`src/rtl/delay_measure.sv`:
```
// rtl/delay_measure.sv - measures the latency of an external delay line in clock cycles
//
// Ports:
//   clk             in   rising-edge clock
//   rst             in   synchronous active-high reset
//   start           in   one-cycle request to arm a single measurement (accepted in IDLE only)
//   original_signal in   [WIDTH] signal entering the delay line under test
//   delayed_signal  in   [WIDTH] signal leaving the delay line under test
//   busy            out  high while ARMED or COUNT
//   meas_valid      out  one-cycle pulse, meas_delay holds a fresh result
//   meas_delay      out  [4] measured delay in cycles, held until the next result or timeout
//   timeout         out  one-cycle pulse, no match within MAX_DELAY cycles
//   min_delay       out  [4] smallest result since reset (DELAY_MEASURE_MINMAX_EN only)
//   max_delay       out  [4] largest result since reset (DELAY_MEASURE_MINMAX_EN only)
//
// Optional feature macro: DELAY_MEASURE_MINMAX_EN adds the min_delay/max_delay statistics.

module delay_measure #(
   parameter int WIDTH     = 4,
   parameter int MAX_DELAY = 15
) (
   input  logic             clk,
   input  logic             rst,
   input  logic             start,
   input  logic [WIDTH-1:0] original_signal,
   input  logic [WIDTH-1:0] delayed_signal,
   output logic             busy,
   output logic             meas_valid,
   output logic [3:0]       meas_delay,
   output logic             timeout
`ifdef DELAY_MEASURE_MINMAX_EN
   ,
   output logic [3:0]       min_delay,
   output logic [3:0]       max_delay
`endif
);

   localparam logic [1:0] ST_IDLE  = 2'd0;
   localparam logic [1:0] ST_ARMED = 2'd1;
   localparam logic [1:0] ST_COUNT = 2'd2;
   localparam logic [1:0] ST_DONE  = 2'd3;

   localparam logic [3:0] MAX_CNT = 4'(MAX_DELAY);

   logic [1:0]       state_q,   state_d;
   logic [WIDTH-1:0] orig_q;
   logic [WIDTH-1:0] ref_q,     ref_d;
   logic [3:0]       cnt_q,     cnt_d;
   logic [3:0]       delay_q,   delay_d;
   logic             valid_q,   valid_d;
   logic             timeout_q, timeout_d;
   logic             busy_q,    busy_d;

   always_comb begin
      state_d   = state_q;
      ref_d     = ref_q;
      cnt_d     = cnt_q;
      delay_d   = delay_q;
      valid_d   = 1'b0;
      timeout_d = 1'b0;

      case (state_q)
         ST_IDLE: begin
            if (start) begin
               state_d = ST_ARMED;
            end
         end

         ST_ARMED: begin
            // orig_q is last cycle's value, so a difference marks the first
            // edge at which the new value is sampled.
            if (original_signal != orig_q) begin
               ref_d = original_signal;
               cnt_d = 4'd1;
               // A zero-latency line already shows the new value on this edge.
               if (delayed_signal == original_signal) begin
                  delay_d = 4'd0;
                  valid_d = 1'b1;
                  state_d = ST_DONE;
               end else begin
                  state_d = ST_COUNT;
               end
            end
         end

         ST_COUNT: begin
            if (delayed_signal == ref_q) begin
               delay_d = cnt_q;
               valid_d = 1'b1;
               state_d = ST_DONE;
            end else if (cnt_q == MAX_CNT) begin
               delay_d   = 4'd0;
               timeout_d = 1'b1;
               state_d   = ST_IDLE;
            end else begin
               cnt_d = cnt_q + 4'd1;
            end
         end

         ST_DONE: begin
            state_d = ST_IDLE;
         end

         default: begin
            state_d = ST_IDLE;
         end
      endcase

      // busy is registered from the next state so it lines up with the state register.
      busy_d = (state_d == ST_ARMED) || (state_d == ST_COUNT);
   end

   always_ff @(posedge clk) begin
      if (rst) begin
         state_q   <= ST_IDLE;
         orig_q    <= '0;
         ref_q     <= '0;
         cnt_q     <= 4'd0;
         delay_q   <= 4'd0;
         valid_q   <= 1'b0;
         timeout_q <= 1'b0;
         busy_q    <= 1'b0;
      end else begin
         state_q   <= state_d;
         orig_q    <= original_signal;
         ref_q     <= ref_d;
         cnt_q     <= cnt_d;
         delay_q   <= delay_d;
         valid_q   <= valid_d;
         timeout_q <= timeout_d;
         busy_q    <= busy_d;
      end
   end

   assign busy       = busy_q;
   assign meas_valid = valid_q;
   assign meas_delay = delay_q;
   assign timeout    = timeout_q;

`ifdef DELAY_MEASURE_MINMAX_EN
   logic [3:0] min_q, min_d;
   logic [3:0] max_q, max_d;

   // Statistics follow successful results only; timeouts leave them alone.
   always_comb begin
      min_d = min_q;
      max_d = max_q;
      if (valid_d) begin
         if (delay_d < min_q) begin
            min_d = delay_d;
         end
         if (delay_d > max_q) begin
            max_d = delay_d;
         end
      end
   end

   always_ff @(posedge clk) begin
      if (rst) begin
         min_q <= 4'd15;
         max_q <= 4'd0;
      end else begin
         min_q <= min_d;
         max_q <= max_d;
      end
   end

   assign min_delay = min_q;
   assign max_delay = max_q;
`endif

endmodule

```
`config.mk`:
```
export PLATFORM = sky130hd
export DESIGN_NAME = delay_measure
export DESIGN_NICKNAME = d
export VERILOG_FILES = /design/src/rtl/delay_measure.sv
export SDC_FILE = /design/constraint.sdc
export NUM_CORES = 1
export LEC_CHECK = 0
export CAP_MARGIN = 40
export CORE_MARGIN = 10
export CORE_UTILIZATION = 45
export CTS_BUF_LIST = sky130_fd_sc_hd__clkbuf_8 sky130_fd_sc_hd__clkbuf_16
export CTS_CLUSTER_DIAMETER = 100
export CTS_CLUSTER_SIZE = 10
export DETAILED_ROUTE_END_ITERATION = 8
export PLACE_DENSITY = 0.82
export SLEW_MARGIN = 20
export SYNTH_ARGS = -nofsm -noshare
export SYNTH_HDL_FRONTEND = slang
export SYNTH_SLANG_ARGS = --single-unit
```
`constraint.sdc`:
```
create_clock -name clk -period 1.7 [get_ports clk]
set_input_delay 0.255 -clock clk [delete_from_list [all_inputs] [get_ports clk]]
set_output_delay 0.255 -clock clk [all_outputs]
set_load 0.05 [all_outputs]
```
# Yosys cells after proc, flatten, opt, wreduce, memory -nomap -nowiden

Cells that the tools add are included.

Bits of input ports: 11
Register bits: 21

Multiplexer cells: 20
Bitwise gates (word level): 1
Equal/unequal tests: 14
Reduce and logical (&&, ||, !) cells: 7
$add $sub $neg: 1

Operator list:

| kind                                           | count |
|---|---|
| two-way mux 4 bit                              | 7 |
| case mux 4 bit (2 select lines)                | 2 |
| == test 4 bit                                  | 2 |
| two-way mux 2 bit                              | 4 |
| != test 2 bit (second input constant)          | 4 |
| case mux 2 bit (4 select lines)                | 1 |
| AND reduction 4 bit                            | 2 |
| == test 2 bit (second input constant)          | 3 |
| two-way mux 1 bit                              | 5 |
| adder 4 x 1 -> 4 bit (second input constant)   | 1 |
| == test 2 x 1 -> 1 bit (second input constant) | 2 |
| == test 4 bit (second input constant)          | 1 |
| != test 4 bit                                  | 1 |
| != test 3 bit (second input constant)          | 1 |
| OR reduction 3 bit                             | 1 |
| logical NOT 2 bit                              | 1 |
| case mux 1 bit (2 select lines)                | 1 |
| AND reduction 2 bit                            | 1 |
| nonzero test 2 bit                             | 1 |
| logical OR 1 bit                               | 1 |
| inverter 1 bit                                 | 1 |

# Logic depth before layout (Yosys ltp)

Word-level depth: 6
Mapped depth: 8

# Worst setup path before layout

Ideal clock, no wire load.

Path type: register -> register
From: register state_q[0]
To: register cnt_q[1]
Arrival time: 1.682 ns
Required time: 1.579 ns
Path buffers: 1
Setup time: 0.121 ns
Stages on the path, launching flop included: 8
Period minus slack after synthesis: 1.802 ns
Slack: -0.102 ns
Cells stage by stage: dfxtp_1 > inv_1 > ha_1 > clkbuf_1 > nand2_1 > o21ai_0 > nand2_1 > mux2_2

Word-level cells in the longest chain between the ends: 3
Elaborated cells between the ends (all ways): 8

RTL lines:

| what                                                          | RTL line | RTL |
|---|---|---|
| start: declaration                                            | 45       | `logic [1:0] state_q, state_d;` |
| start signal: assignment                                      | 124      | `state_q <= state_d;` |
| == test 2 bit or == test 2 x 1 -> 1 bit (tied branches)       | 62       | `case (state_q)` |
| != test 2 bit (no line) or nonzero test 2 bit (tied branches) | -        |  |
| AND reduction 4 bit (no line)                                 | -        |  |
| end signal: assignment                                        | 127      | `cnt_q <= cnt_d;` |
| end: declaration                                              | 48       | `logic [3:0] cnt_q, cnt_d;` |

Parallel ways exist; a longest one is shown, timed or not.
A chain may end at the register's enable or synchronous reset.

# Final worst setup path

From: register ref_q[0]
To: register delay_q[2], in the netlist meas_delay[2]

Word-level cells in the longest chain between the ends: 3
Elaborated cells between the ends (all ways): 5

RTL lines:

| what                                                                             | RTL line | RTL |
|---|---|---|
| start: declaration                                                               | 47       | `logic [WIDTH-1:0] ref_q, ref_d;` |
| start signal: assignment                                                         | 126      | `ref_q <= ref_d;` |
| == test 4 bit (*)                                                                | 87       | `if (delayed_signal == ref_q) begin` |
| != test 3 bit (no line) or two-way mux 4 bit (tied branches)                     | -        |  |
| AND reduction 4 bit (no line) or case mux 4 bit (2 select lines) (tied branches) | -        |  |
| end signal: assignment                                                           | 128      | `delay_q <= delay_d;` |
| end: declaration                                                                 | 49       | `logic [3:0] delay_q, delay_d;` |

Every way passes the cells marked *; elsewhere a longest branch is shown, timed or not.

==> impl_metrics.toml <==
[run_status]
status = "finished, violations left"
violations = "setup timing"

[power_and_ir_drop]
switching_share_pct = 30.4
cellLeakagePower_nw = 0.685
pwr-share-seq_pct = 44.3
pwr-share-comb_pct = 28.7
clockPowerShare_pct = 27.0
internal_power_w = 0.000843
switchingPower_w = 0.000369
irDropWorstVdd_mv = 0.688
finalPower_w = 0.00121
powerDensity_mw_per_mm2 = 721

[global_routing]
antenna_found_initial = 0
grt-ovfl-total = 0
grt_pass1_wl_mm = 5.44
grt_pass1_vias = 1180
grt_max_degree = 19
globalRouteTotalUtil_pct = 14.9

[clocking]
numCtsBuffers = 3
cts_buffer_depth = 2
insertion_delay_ns = 0.27
cts_hold_buf = 0
clk_pin_slew_worst_paths_ns = 0.08
cts_tree = "done"
cts_sinks = 21
h-tree-depth = 1
root_buffer = "clkbuf_8"

[timing]
setup_viol = 4
hold_viol = 0
slew_headroom_pct = 77.1
tightest_slew_ns = 0.341
rsz0062_at_grt = "true"
final.period_utilization_pct = 105
whs_ns = 0.481
fin_ws_ns = -0.0887
max_freq_mhz = 559
finalCriticalPeriod_ns = 1.79
fin_skew_ns = 0.00768
slew_viol_final = 0

[logic_synthesis]
avgSynthCellArea_um2 = 8.71
synth_edf_count = 0
synth-seq-cells = 21
yosysMostFrequentCell = "dfxtp_1"
syn_nets = 139
synth_top_area_cell = "dfxtp_1"
ys_warn_count = 0
synth_top_area_share_pct = 38.9
netlist-cell-type-count = 31
ys_top_cells_by_area = "dfxtp_1 (39%), xor2_1 (6.5%), a21oi_1 (5.6%), ha_1 (4.6%), nand2_1 (4.2%)"
ys_seq_area_share_pct = 38.9
post_synth_inst_count = 124
netlist_area_mm2 = 0.00108
yosys_most_used_dff = "dfxtp_1"
ys_async_sr_fraction_pct = 0
synth_commonest_cells = "dfxtp_1 (21), a21oi_1 (12), nand2_1 (12)"

[worst_setup_path]
cp.required_ns = 1.91
r2r-start = "ref_q[0]$_SDFFE_PP0P_"
cpMaxStageDelayCell = "or4_4"
critPathTopFamily = "simple AND/OR/NAND/NOR gates"
slowest_delay_ns = 0.49
cp-start-kind = "flop"
crit_type = "flop to flop"
path_max_fanout = 4
arrival_ns = 2.00
crit_path_start = "ref_q[0]$_SDFFE_PP0P_"
path_buf_inv = 1
path_cells = "xor2_2, nor4_4, buf_4, nand2_4, or4_4, a21oi_2"
crit_path_end_kind = "flop"

[place]
gp_congestion = 0.880
dp.cells = 191
dp_hpwl_mm = 2.26
portBuffers = 17
place_area_mm2 = 0.00146
dp_slack_ns = -0.533

[run]
maxCapViolations = 0

[final_layout]
area_growth_pct = 55.6
nets = 189
drive_above_1_share_pct = 45.7
n_antenna_cell = 0
stdcell_count = 201
design_area_mm2 = 0.00168
nFillCells = 150

[die]
io_pins = 18
fp.dieW_um = 69.0
num_rows = 17
die_h_um = 69.0
coreArea_mm2 = 0.00225
start_util_pct = 47.9
dieArea_mm2 = 0.00476

[routing]
avgRoutedWirePerCell_um = 17.4
first_iter_violations = 70
num_vias = 1173
drc = 0
vias_per_cell = 5.84
drt-total-wl_mm = 3.50
postRouteAntennaNets = 0
drtPass1Iterations = 4

[min_path]
min_path_type = "flop to flop"
hp-start = "meas_delay[1]$_SDFFE_PP0P_"
-- timing repair --
item	4_1_cts	5_1_grt
pin swaps	9	5
setup endpoints to repair	14	8
gates cloned	0	0
hold endpoints to repair	0	0
buffers inserted	5	1
resized for setup	26	20
-- state kept, by name, summed over array words and instances, names as in the netlist --
name / cells
meas_valid: 1
state_q: 2
orig_q: 4
busy: 1
timeout: 1
ref_q: 4
meas_delay: 4
cnt_q: 4
-- placed cells by master (no fill, tap or decap), types with 2 or more instances in the layout --
cell type | netlist | final
nand4b_1 | 2 | 2
nand4_1 | 2 | 2
dfxtp_1 | 21 | 16
xor2_2 | 0 | 4
nor3_1 | 2 | 2
buf_6 | 0 | 2
or4_4 | 0 | 2
a31o_2 | 2 | 2
nor2_1 | 5 | 5
nand3_1 | 7 | 7
ha_4 | 0 | 2
o21ai_0 | 8 | 6
nor4_2 | 0 | 2
xnor2_1 | 5 | 4
dlygate4sd2_1 | 0 | 7
inv_1 | 6 | 6
a21oi_1 | 12 | 8
xor2_1 | 8 | 4
o21ba_2 | 2 | 2
clkbuf_8 | 0 | 3
clkdlybuf4s50_1 | 0 | 2
nand2_1 | 12 | 10
nor2b_1 | 5 | 5
a21oi_2 | 0 | 4
dfxtp_2 | 0 | 5
buf_4 | 0 | 37
-- kinds of logic after synthesis --
| family | share of synthesized area [%] |
|---|---|
| AND/OR/NAND/NOR | 22.9 |
| AO/OA/AOI/OAI | 18.4 |
| flip-flops | 38.9 |
| XOR/XNOR | 10.5 |
| buffers and inverters | 3.48 |
| adder cells (fa/ha/maj) | 4.64 |
| multiplexers | 1.04 |
-- area by class of cell --
type	instances	area [µm²]	area share, %
well taps	28	35.0	2.08
flip-flops and latches	21	427	25.4
inverters	6	22.5	1.34
clock inverters	1	3.75	0.223
clock buffers	3	41.3	2.46
repair buffers	49	393	23.4
multi-input cells	93	758	45.1
-- path summary, 6_finish.rpt --
| kind | to | slack, ns | cells past startpoint |
|---|---|---|---|
| setup / recovery | meas_delay[2]$_SDFFE_PP0P_ | -0.09 | 6 |
| hold reg to reg | meas_delay[1]$_SDFFE_PP0P_ | 0.48 | 2 |
| hold / removal | meas_delay[1]$_SDFFE_PP0P_ | 0.48 | 2 |
| setup reg to reg | meas_delay[2]$_SDFFE_PP0P_ | -0.09 | 6 |
-- power by group through the flow --
stage	logic, W	registers [W]	clock network, W
final	0.000348	0.000537	0.000327
after floorplan	0.000139	0.000554	0
after detailed placement	0.000283	0.000541	0
after CTS	0.000313	0.000532	0.000330
after global routing	0.000372	0.000539	0.000352
after global placement	0.000275	0.000539	0
-- per-layer routing --
layer / track usage [%] / up-vias / wire [µm]
li1: - / 540 / -
met5: 0 / - / 0
met1: 16.1 / 560 / 1350
met3: 3.06 / 14 / 248
met4: 8.37 / 0 / 118
met2: 26.4 / 59 / 1780
-- tightest hold or removal path: cells and delay by family (launching register included) --
family / cells / cell delay, ns
AO/OA/AOI/OAI: 2 / 0.13
flip-flops: 1 / 0.31
-- metrics by stage --
stage | setup TNS [ns] | utilization (%)
final | -0.186 | 74.5
after global routing | -0.489 | 74.5
after CTS | -0.0246 | 70.8
after detailed placement | -5.59 | 64.6
after global placement | -4.71 | 64.6
after floorplan | -0.105 | -
(Power assumes the default switching activity.)
